## src/rtl/rob_rollback_pkg.sv

```systemverilog
// Shared types and defaults for the reorder buffer.
package rob_rollback_pkg;

  localparam int DEF_DEPTH = 8;
  localparam int DEF_WIDTH = 2;

  typedef logic [((DEF_DEPTH > 1) ? $clog2(DEF_DEPTH) : 1)-1:0] ROB_IDX;

  typedef struct packed {
    logic [31:0] pc;
    logic [5:0]  dest;
    logic        is_branch;
  } ROB_ENTRY_PACKET;

endpackage

```

## src/rtl/rob_rollback_ptr_adv.sv

```systemverilog
// Circular pointer advance: sum_o = (ptr_i + delta_i) mod DEPTH.
// DEPTH need not be a power of two, so the wrap is a single conditional
// subtract; callers keep ptr_i < DEPTH and delta_i <= DEPTH.
module rob_ptr_adv #(
    parameter int DEPTH = 8,
    parameter int IDX_W = 3,
    parameter int D_W   = 4
) (
    input  logic [IDX_W-1:0] ptr_i,
    input  logic [D_W-1:0]   delta_i,
    output logic [IDX_W-1:0] sum_o
);
    localparam int S_W = ((IDX_W > D_W) ? IDX_W : D_W) + 1;

    logic [S_W-1:0] raw;

    // Add with wide headroom, then fold back once into [0, DEPTH).
    always_comb begin
        raw = S_W'(ptr_i) + S_W'(delta_i);
        if (raw >= S_W'(DEPTH)) raw = raw - S_W'(DEPTH);
        sum_o = raw[IDX_W-1:0];
    end

endmodule

```

## src/rtl/rob_rollback.sv

```systemverilog
// Reorder buffer with multi-port completion, in-order retire and
// single-cycle tail rollback on mispredict.
// Optional: define ROB_CMPL_BYPASS_EN to let same-cycle completions show
// up on head_done so an entry can retire in the cycle it completes.
module rob_rollback
    import rob_rollback_pkg::*;
#(
    parameter  int DEPTH      = DEF_DEPTH,
    parameter  int WIDTH      = DEF_WIDTH,
    parameter  int CMPL_PORTS = DEF_WIDTH,
    localparam int IDX_W      = (DEPTH > 1) ? $clog2(DEPTH) : 1,
    localparam int CNT_W      = $clog2(DEPTH + 1),
    localparam int W_W        = $clog2(WIDTH + 1)
) (
    input  logic                                clock,
    input  logic                                reset,
    input  ROB_ENTRY_PACKET [WIDTH-1:0]         disp_entries,
    input  logic [W_W-1:0]                      disp_count,
    output logic [W_W-1:0]                      spots,
    output logic [IDX_W-1:0]                    tail_idx,
    input  logic [CMPL_PORTS-1:0]               cmpl_valid,
    input  logic [CMPL_PORTS-1:0][IDX_W-1:0]    cmpl_idx,
    output ROB_ENTRY_PACKET [WIDTH-1:0]         head_entries,
    output logic [W_W-1:0]                      head_valid,
    output logic [WIDTH-1:0]                    head_done,
    input  logic [W_W-1:0]                      retire_count,
    input  logic                                squash,
    input  logic [IDX_W-1:0]                    squash_idx,
    output logic [CNT_W-1:0]                    num_entries
);

    // Architectural state
    logic [IDX_W-1:0]  head_q, head_d;
    logic [IDX_W-1:0]  tail_q, tail_d;
    logic [CNT_W-1:0]  count_q, count_d;
    logic [DEPTH-1:0]  done_q, done_d;
    ROB_ENTRY_PACKET   entries_q [DEPTH];

    // Pointer arithmetic results
    logic [WIDTH-1:0][IDX_W-1:0]      hslot;      // head + i
    logic [WIDTH-1:0][IDX_W-1:0]      tslot;      // tail + i
    logic [IDX_W-1:0]                 head_nxt;   // head + retire_count
    logic [IDX_W-1:0]                 tail_disp;  // tail + disp_count
    logic [IDX_W-1:0]                 tail_sq;    // squash_idx + 1
    logic [CNT_W-1:0]                 neg_head;   // DEPTH - head, used to form ages
    logic [IDX_W-1:0]                 sq_age;     // squash_idx - head (mod DEPTH)
    logic [CMPL_PORTS-1:0][IDX_W-1:0] cmpl_age;   // cmpl_idx - head (mod DEPTH)
    logic [CMPL_PORTS-1:0]            cmpl_ok;
    logic [CNT_W-1:0]                 free_cnt;

    assign neg_head = CNT_W'(DEPTH) - CNT_W'(head_q);

    rob_ptr_adv #(.DEPTH(DEPTH), .IDX_W(IDX_W), .D_W(W_W)) u_head_nxt (
        .ptr_i(head_q), .delta_i(retire_count), .sum_o(head_nxt)
    );
    rob_ptr_adv #(.DEPTH(DEPTH), .IDX_W(IDX_W), .D_W(W_W)) u_tail_nxt (
        .ptr_i(tail_q), .delta_i(disp_count), .sum_o(tail_disp)
    );
    rob_ptr_adv #(.DEPTH(DEPTH), .IDX_W(IDX_W), .D_W(1)) u_sq_tail (
        .ptr_i(squash_idx), .delta_i(1'b1), .sum_o(tail_sq)
    );
    rob_ptr_adv #(.DEPTH(DEPTH), .IDX_W(IDX_W), .D_W(CNT_W)) u_sq_age (
        .ptr_i(squash_idx), .delta_i(neg_head), .sum_o(sq_age)
    );

    for (genvar i = 0; i < WIDTH; i++) begin : g_slot
        rob_ptr_adv #(.DEPTH(DEPTH), .IDX_W(IDX_W), .D_W(W_W)) u_hslot (
            .ptr_i(head_q), .delta_i(W_W'(i)), .sum_o(hslot[i])
        );
        rob_ptr_adv #(.DEPTH(DEPTH), .IDX_W(IDX_W), .D_W(W_W)) u_tslot (
            .ptr_i(tail_q), .delta_i(W_W'(i)), .sum_o(tslot[i])
        );
    end

    for (genvar p = 0; p < CMPL_PORTS; p++) begin : g_cmpl
        rob_ptr_adv #(.DEPTH(DEPTH), .IDX_W(IDX_W), .D_W(CNT_W)) u_age (
            .ptr_i(cmpl_idx[p]), .delta_i(neg_head), .sum_o(cmpl_age[p])
        );
        // Completion only lands on an occupied entry that survives any squash.
        assign cmpl_ok[p] = cmpl_valid[p]
                          && (CNT_W'(cmpl_age[p]) < count_q)
                          && (!squash || (cmpl_age[p] <= sq_age));
    end

    // Dispatch credit and head window size come from registered occupancy only.
    always_comb begin
        free_cnt    = CNT_W'(DEPTH) - count_q;
        spots       = (free_cnt < CNT_W'(WIDTH)) ? W_W'(free_cnt) : W_W'(WIDTH);
        head_valid  = (count_q < CNT_W'(WIDTH)) ? W_W'(count_q) : W_W'(WIDTH);
        tail_idx    = tail_q;
        num_entries = count_q;
    end

    // Head window: payload and done flags for the oldest WIDTH entries.
    always_comb begin
        logic hit;
        head_entries = '0;
        head_done    = '0;
        for (int i = 0; i < WIDTH; i++) begin
            head_entries[i] = entries_q[hslot[i]];
            hit = done_q[hslot[i]];
`ifdef ROB_CMPL_BYPASS_EN
            for (int p = 0; p < CMPL_PORTS; p++) begin
                if (cmpl_valid[p] && (cmpl_idx[p] == hslot[i])) hit = 1'b1;
            end
`endif
            head_done[i] = hit && (i < int'(head_valid));
        end
    end

    // Next-state pointers/occupancy; squash overrides dispatch but not retire.
    always_comb begin
        head_d = head_nxt;
        if (squash) begin
            tail_d  = tail_sq;
            count_d = CNT_W'(sq_age) + CNT_W'(1) - CNT_W'(retire_count);
        end else begin
            tail_d  = tail_disp;
            count_d = count_q + CNT_W'(disp_count) - CNT_W'(retire_count);
        end
    end

    // Done flags: completions set, newly dispatched slots clear.
    always_comb begin
        done_d = done_q;
        for (int p = 0; p < CMPL_PORTS; p++) begin
            if (cmpl_ok[p]) done_d[cmpl_idx[p]] = 1'b1;
        end
        if (!squash) begin
            for (int i = 0; i < WIDTH; i++) begin
                if (i < int'(disp_count)) done_d[tslot[i]] = 1'b0;
            end
        end
    end

    // Control state register with asynchronous reset.
    always_ff @(posedge clock or posedge reset) begin
        if (reset) begin
            head_q  <= '0;
            tail_q  <= '0;
            count_q <= '0;
            done_q  <= '0;
        end else begin
            head_q  <= head_d;
            tail_q  <= tail_d;
            count_q <= count_d;
            done_q  <= done_d;
        end
    end

    // Payload storage; never reset, only written on accepted dispatch.
    always_ff @(posedge clock) begin
        for (int i = 0; i < WIDTH; i++) begin
            if (!squash && (i < int'(disp_count))) entries_q[tslot[i]] <= disp_entries[i];
        end
    end

`ifndef SYNTHESIS
    int lead_done;

    // Count of consecutive done entries from the head, bounding retire.
    always_comb begin
        logic stop;
        lead_done = 0;
        stop      = 1'b0;
        for (int i = 0; i < WIDTH; i++) begin
            if (!stop && head_done[i]) lead_done = lead_done + 1;
            else                       stop      = 1'b1;
        end
    end

    // Flag protocol violations from dispatch, retire and branch recovery.
    always @(posedge clock) begin
        if (!reset) begin
            assert (squash || (disp_count <= spots))
                else $error("rob_rollback: dispatch exceeds free spots");
            assert (int'(retire_count) <= lead_done)
                else $error("rob_rollback: retire of entry not done");
            if (squash) begin
                assert (CNT_W'(sq_age) < count_q)
                    else $error("rob_rollback: squash_idx not occupied");
                assert (int'(retire_count) <= int'(sq_age) + 1)
                    else $error("rob_rollback: retire beyond squash point");
            end
        end
    end
`endif

endmodule

```

## config.mk

```make
export PLATFORM = sky130hd
export DESIGN_NAME = rob_rollback
export DESIGN_NICKNAME = d
export VERILOG_FILES = /design/src/rtl/rob_rollback_pkg.sv /design/src/rtl/rob_rollback_ptr_adv.sv /design/src/rtl/rob_rollback.sv
export SDC_FILE = /design/constraint.sdc
export NUM_CORES = 1
export LEC_CHECK = 0
export ABC_AREA = 1
export BUFFER_PORTS_ARGS = -buffer_cell sky130_fd_sc_hd__clkbuf_2
export CAP_MARGIN = 10
export CORE_ASPECT_RATIO = 0.7
export CORE_MARGIN = 1
export CORE_UTILIZATION = 50
export CTS_CLUSTER_DIAMETER = 120
export DETAILED_ROUTE_END_ITERATION = 10
export PLACE_DENSITY = 0.72
export RECOVER_POWER = 50
export SYNTH_ARGS = -nofsm -noshare
export SYNTH_HDL_FRONTEND = slang
export SYNTH_SLANG_ARGS = --single-unit
```

## constraint.sdc

```tcl
create_clock -name clock -period 4.8 [get_ports clock]
set_input_delay 0.24 -clock clock [delete_from_list [all_inputs] [get_ports clock]]
set_output_delay 0.24 -clock clock [all_outputs]
set_load 0.1 [all_outputs]
```

== Word-level counts from Yosys, hierarchy flattened ==
Memory sizes are Yosys's and may differ from the RTL's.
Cells that the tools add are included.

* Flip-flop bits (word level): 18
* Memory bits (writable): 312
* Input bits: 96
* Output and inout port bits: 91
* Word-level logic and storage cells: 116
* Memories: 1

{| class="wikitable"
|+ Memories
! memory !! depth !! width !! read ports !! clocked after memory_dff !! write ports !! RTL line !! text
|-
| entries_q || 8 || 39 || 2 || 0 || 2 || rob_rollback.sv:37 || <nowiki>ROB_ENTRY_PACKET entries_q [DEPTH];</nowiki>
|}

* Add/sub/neg operators: 24
* Order comparisons: 30
* Mux-type cells: 36
* Bitwise logic cells: 6
* Reductions and logical operators: 15

{| class="wikitable"
|+ Operator list
! kind !! number
|-
| two-way mux 8 bit || 6
|-
| two-way mux 3 bit || 11
|-
| subtractor 3 x 1 -> 3 bit, second input constant || 10
|-
| < comparator 3 x 4 -> 1 bit, second input constant || 6
|-
| greater-or-equal comparator 4 bit, second input constant || 5
|-
| adder 3 x 1 -> 4 bit, second input constant || 4
|-
| AND 8 bit || 2
|-
| NOT 8 bit || 2
|-
| bitwise OR 8 bit || 2
|-
| adder 3 x 4 -> 5 bit || 3
|-
| greater-or-equal comparator 5 x 4 -> 1 bit, second input constant || 3
|-
| demux 1 bit (select 3 bit) || 4
|-
| greater-or-equal comparator 3 x 1 -> 1 bit, second input constant || 4
|-
| logical AND 1 bit || 12
|-
| two-way mux 1 bit || 10
|-
| adder 3 x 2 -> 4 bit || 2
|-
| greater-or-equal comparator 3 x 4 -> 1 bit, second input constant || 2
|-
| < comparator 1 x 2 -> 1 bit, first input constant || 4
|-
| < comparator 3 x 4 -> 1 bit || 2
|-
| < comparator 4 x 2 -> 1 bit, second input constant || 2
|-
| subtractor 4 x 2 -> 4 bit || 2
|-
| binary-select mux 1 bit (select 3 bit) || 2
|-
| <= comparator 3 bit || 2
|-
| adder 4 x 2 -> 4 bit || 1
|-
| other kinds (6) || 8
|}

== Depth between registers and ports, before layout ==
* Word-level depth: 16
* Mapped depth: 22
* Gate-level depth less buffers: 17

== By module ==
Synthesis repeated with hierarchy kept, for this count alone.

* Cells, all modules: 2546
* Area, all modules: 20453.4 µm²

{| class="wikitable"
|+ By module, submodules not included
! module !! times used !! cells an instance !! area each (µm²) !! sequential area each (µm²)
|-
| rob_rollback || 1 || 2461 || 19884.1 || 9819.4
|-
| rob_ptr_adv (g_slot[0].u_hslot ...) || 6 || 7 || 51.3 || 0.0
|-
| rob_ptr_adv (g_cmpl[0].u_age ...) || 3 || 12 || 72.6 || 0.0
|-
| rob_ptr_adv (u_sq_tail) || 1 || 7 || 43.8 || 0.0
|}

== Least setup slack after synthesis ==
No wires, ideal clock.

* Path type: register to register
* Start point: register tail_q[1], in the netlist tail_idx[1]
* End point: memory entries_q[7][0] (netlist bit), enable pin
* Setup time: 0.547 ns
* Arrival time: 5.465 ns
* Data required time: 4.253 ns
* Slack: -1.212 ns
* Stages on the path, launching flop included: 3
* Buffers on the path: 0
* Clock period less this slack: 6.012 ns
* Cells stage by stage: dfrtp_1 > inv_1 > o41ai_1

{| class="wikitable"
|+ RTL lines
! element !! RTL line !! text
|-
| start: declaration || rob_rollback.sv:34 || <nowiki>logic [IDX_W-1:0] tail_q, tail_d;</nowiki>
|-
| start signal: assignment || rob_rollback.sv:145 || <nowiki>tail_q <= tail_d;</nowiki>
|-
| end: declaration || rob_rollback.sv:37 ||
|}

==> impl_metrics.toml <==
[clock_network]
cts_tree = "built"
root_buffer = "clkbuf_16"
cts_made_buffers = 36
cts_sinks = 330
cts_setup_buffers = 0
post_cts_resized = 0
insertion_delay_ns = 0.53
h-tree-depth = 2
cts_max_path_buffers = 3
cts_hold_buf = 3
path_clk_slew_ns = 0.06

[timing]
worstMarginPinSlew_ns = 1.70
finalHoldViolCount = 0
fin_ws_ns = 0.880
fmax_mhz = 255
slew_headroom = -0.137
skew_ns = 0.00880
period_share = 0.817
slew_violations = 159
rsz0062_at_grt = "false"
period_needed_ns = 3.92
finalSetupViolCount = 0

[worst_setup_path]
crit_path_max_incr_delay_ns = 1.21
worstSetupPathType = "flop to flop"
cp-end-kind = "flop"
crit_fanout = 79
timing.rr.end = "entries_q[5][23]"
path_buf_inv = 1
reg2reg_slack_ns = 0.88
required_ns = 4.95
critical-path-top-delay-family = "simple AND/OR/NAND/NOR gates"
cp_cell_sequence = "nor3_1, nand2_2, o31ai_4, buf_4"
rr_startpoint = "tail_idx[0]"
worst_ep_arrival_time_ns = 4.07
slowest_stage = "nand2_2"
r2r_cells = 4
start_kind = "flop"

[placed_design]
hpwlAfterDp_mm = 36.4
globalplace.congestion = 0.867
pre_cts_slack_ns = 1.55
io_buffers = 186

[run_status]
status = "finished, violations left"
violations = "max-capacitance violations, max-slew violations"

[worst_hold_path]
hp-class = "input pin to flop"
min_from = "squash"
hold_path_depth = 3
hold_path_end = "num_entries[0]"

[floorplan]
io_pins = 187
die_area_mm2 = 0.0412
num_rows = 61
initial_core_util = 0.507
core_mm2 = 0.0398
chipHeight_um = 170
die_w_um = 242

[finish]
final_common_cell = "o21ai_0"
final_nets = 2668
final.fill_count = 3435
area_growth_pct = 13.0
drive_gt1_frac = 0.107
most-common-layout-cells = "640 x o21ai_0, 483 x nand2_1, 312 x edfxtp_1"

[grt]
grt_use_total = 0.289
grt_pass1_vias = 16846
grt-ovfl-total = 0
antenna_found_initial = 4
grt_pass1_wl_mm = 93.9
grt_max_degree = 241

[run]
drv_cap = 2

[detailed_routing]
drtIter0Drc = 2339
dr.pass1.iters = 8
ant_nets = 0
drc = 0
vias = 18337
drt_wl_total_mm = 60.5
wire_per_inst_um = 19.5
via_per_inst = 5.92

[yosys]
ys_warn_count = 0
ys_seq_area_frac = 0.487
synthCells = 2514
yosysUniqueCellTypes = 37
syn_area_mm2 = 0.0202
yosysTopAreaCell = "edfxtp_1"
syn-num-nets = 2644
yosysTopAreaCellShare = 0.464
syn_area_per_cell_um2 = 8.03
synth_area_leaders = "edfxtp_1 46%, o21ai_0 15%, nand2_1 9.0%"
synth-seq-cells = 330
==> how the worst max path moves through the flow <==
stage	start	endpoint	depth (start not counted)
finish	tail_idx[0]	entries_q[5][23]	4
global route	tail_idx[0]	entries_q[5][28]	4
CTS	head_q[0]	head_entries[47]	10
detailed placement	squash	entries_q[3][12]	6
global placement	squash	entries_q[3][36]	6
floorplan	tail_idx[1]	entries_q[7][0]	2
==> metal layers <==
layer	share of wire	track usage	vias up	routed length, um
li1	-	-	8689	-
met1	0.41	0.403	8469	25000
met2	0.45	0.465	1054	27500
met3	0.11	0.0465	123	6510
met4	0.024	0.0897	2	1470
met5	0.00030	0	-	18
==> cells in the mapped netlist (all sizes together) <==
| cell type | instances |
|---|---|
| nor3 | 15 |
| a31oi | 79 |
| o211ai | 40 |
| edfxtp | 312 |
| nand4 | 1 |
| inv | 216 |
| ha | 26 |
| buf | 100 |
| and2 | 1 |
| o31ai | 3 |
| o41ai | 5 |
| a21oi | 214 |
| fa | 8 |
| nand3 | 11 |
| o21ai | 646 |
| xor2 | 5 |
| or2 | 1 |
| clkbuf | 131 |
| nor2 | 177 |
| a211oi | 1 |
| and3 | 1 |
| dfrtp | 18 |
| o221a | 1 |
| xnor2 | 7 |
| nand2 | 495 |
==> cell type report <==
| cell class | count | area [um2] | area share |
|---|---|---|---|
| tap | 535 | 669 | 0.0294 |
| antenna | 4 | 10.0 | 0.000439 |
| clock buffer | 43 | 948 | 0.0416 |
| sequential | 330 | 9820 | 0.431 |
| clock inverter | 17 | 131 | 0.00576 |
| timing repair buffer | 217 | 1780 | 0.0782 |
| multi-input combinational | 1737 | 8610 | 0.378 |
| inverter | 216 | 820 | 0.0360 |
==> cell families after synthesis <==
group,synth area share
simple gates,0.135
compound gates,0.257
xor+xnor,0.00558
buf+inv,0.0917
fa+ha+maj,0.0241
flops,0.487
==> flip-flops by register name, summed over array words and instances, names as in the netlist <==
| register | count |
|---|---|
| num_entries | 4 |
| done_q | 8 |
| entries_q | 312 |
| tail_idx | 3 |
| head_q | 3 |
==> worst register-to-register path, delay by kind of cell (launching register included) <==
kind            cells  cell delay [ns]
compound gates      1             0.29
flops               1             0.51
simple gates        2             2.06
buf+inv             1             0.67
==> metrics by stage <==
step	TNS, ns	instance area, um2	std cells	utilization	hold slack, ns
after floorplan	-250.27	20200	2514	-	0.179
after global placement	0	21700	3032	0.547	0.412
after detailed placement	0	21700	3032	0.547	0.395
after CTS	0	22900	3095	0.575	0.0431
after global routing	0	22800	3096	0.573	0.0738
final	0	22800	3099	0.573	0.0611
Power is left out: the tool's default activity adds up to more than one toggle a clock period on the data nets, which glitch-free logic cannot reach.
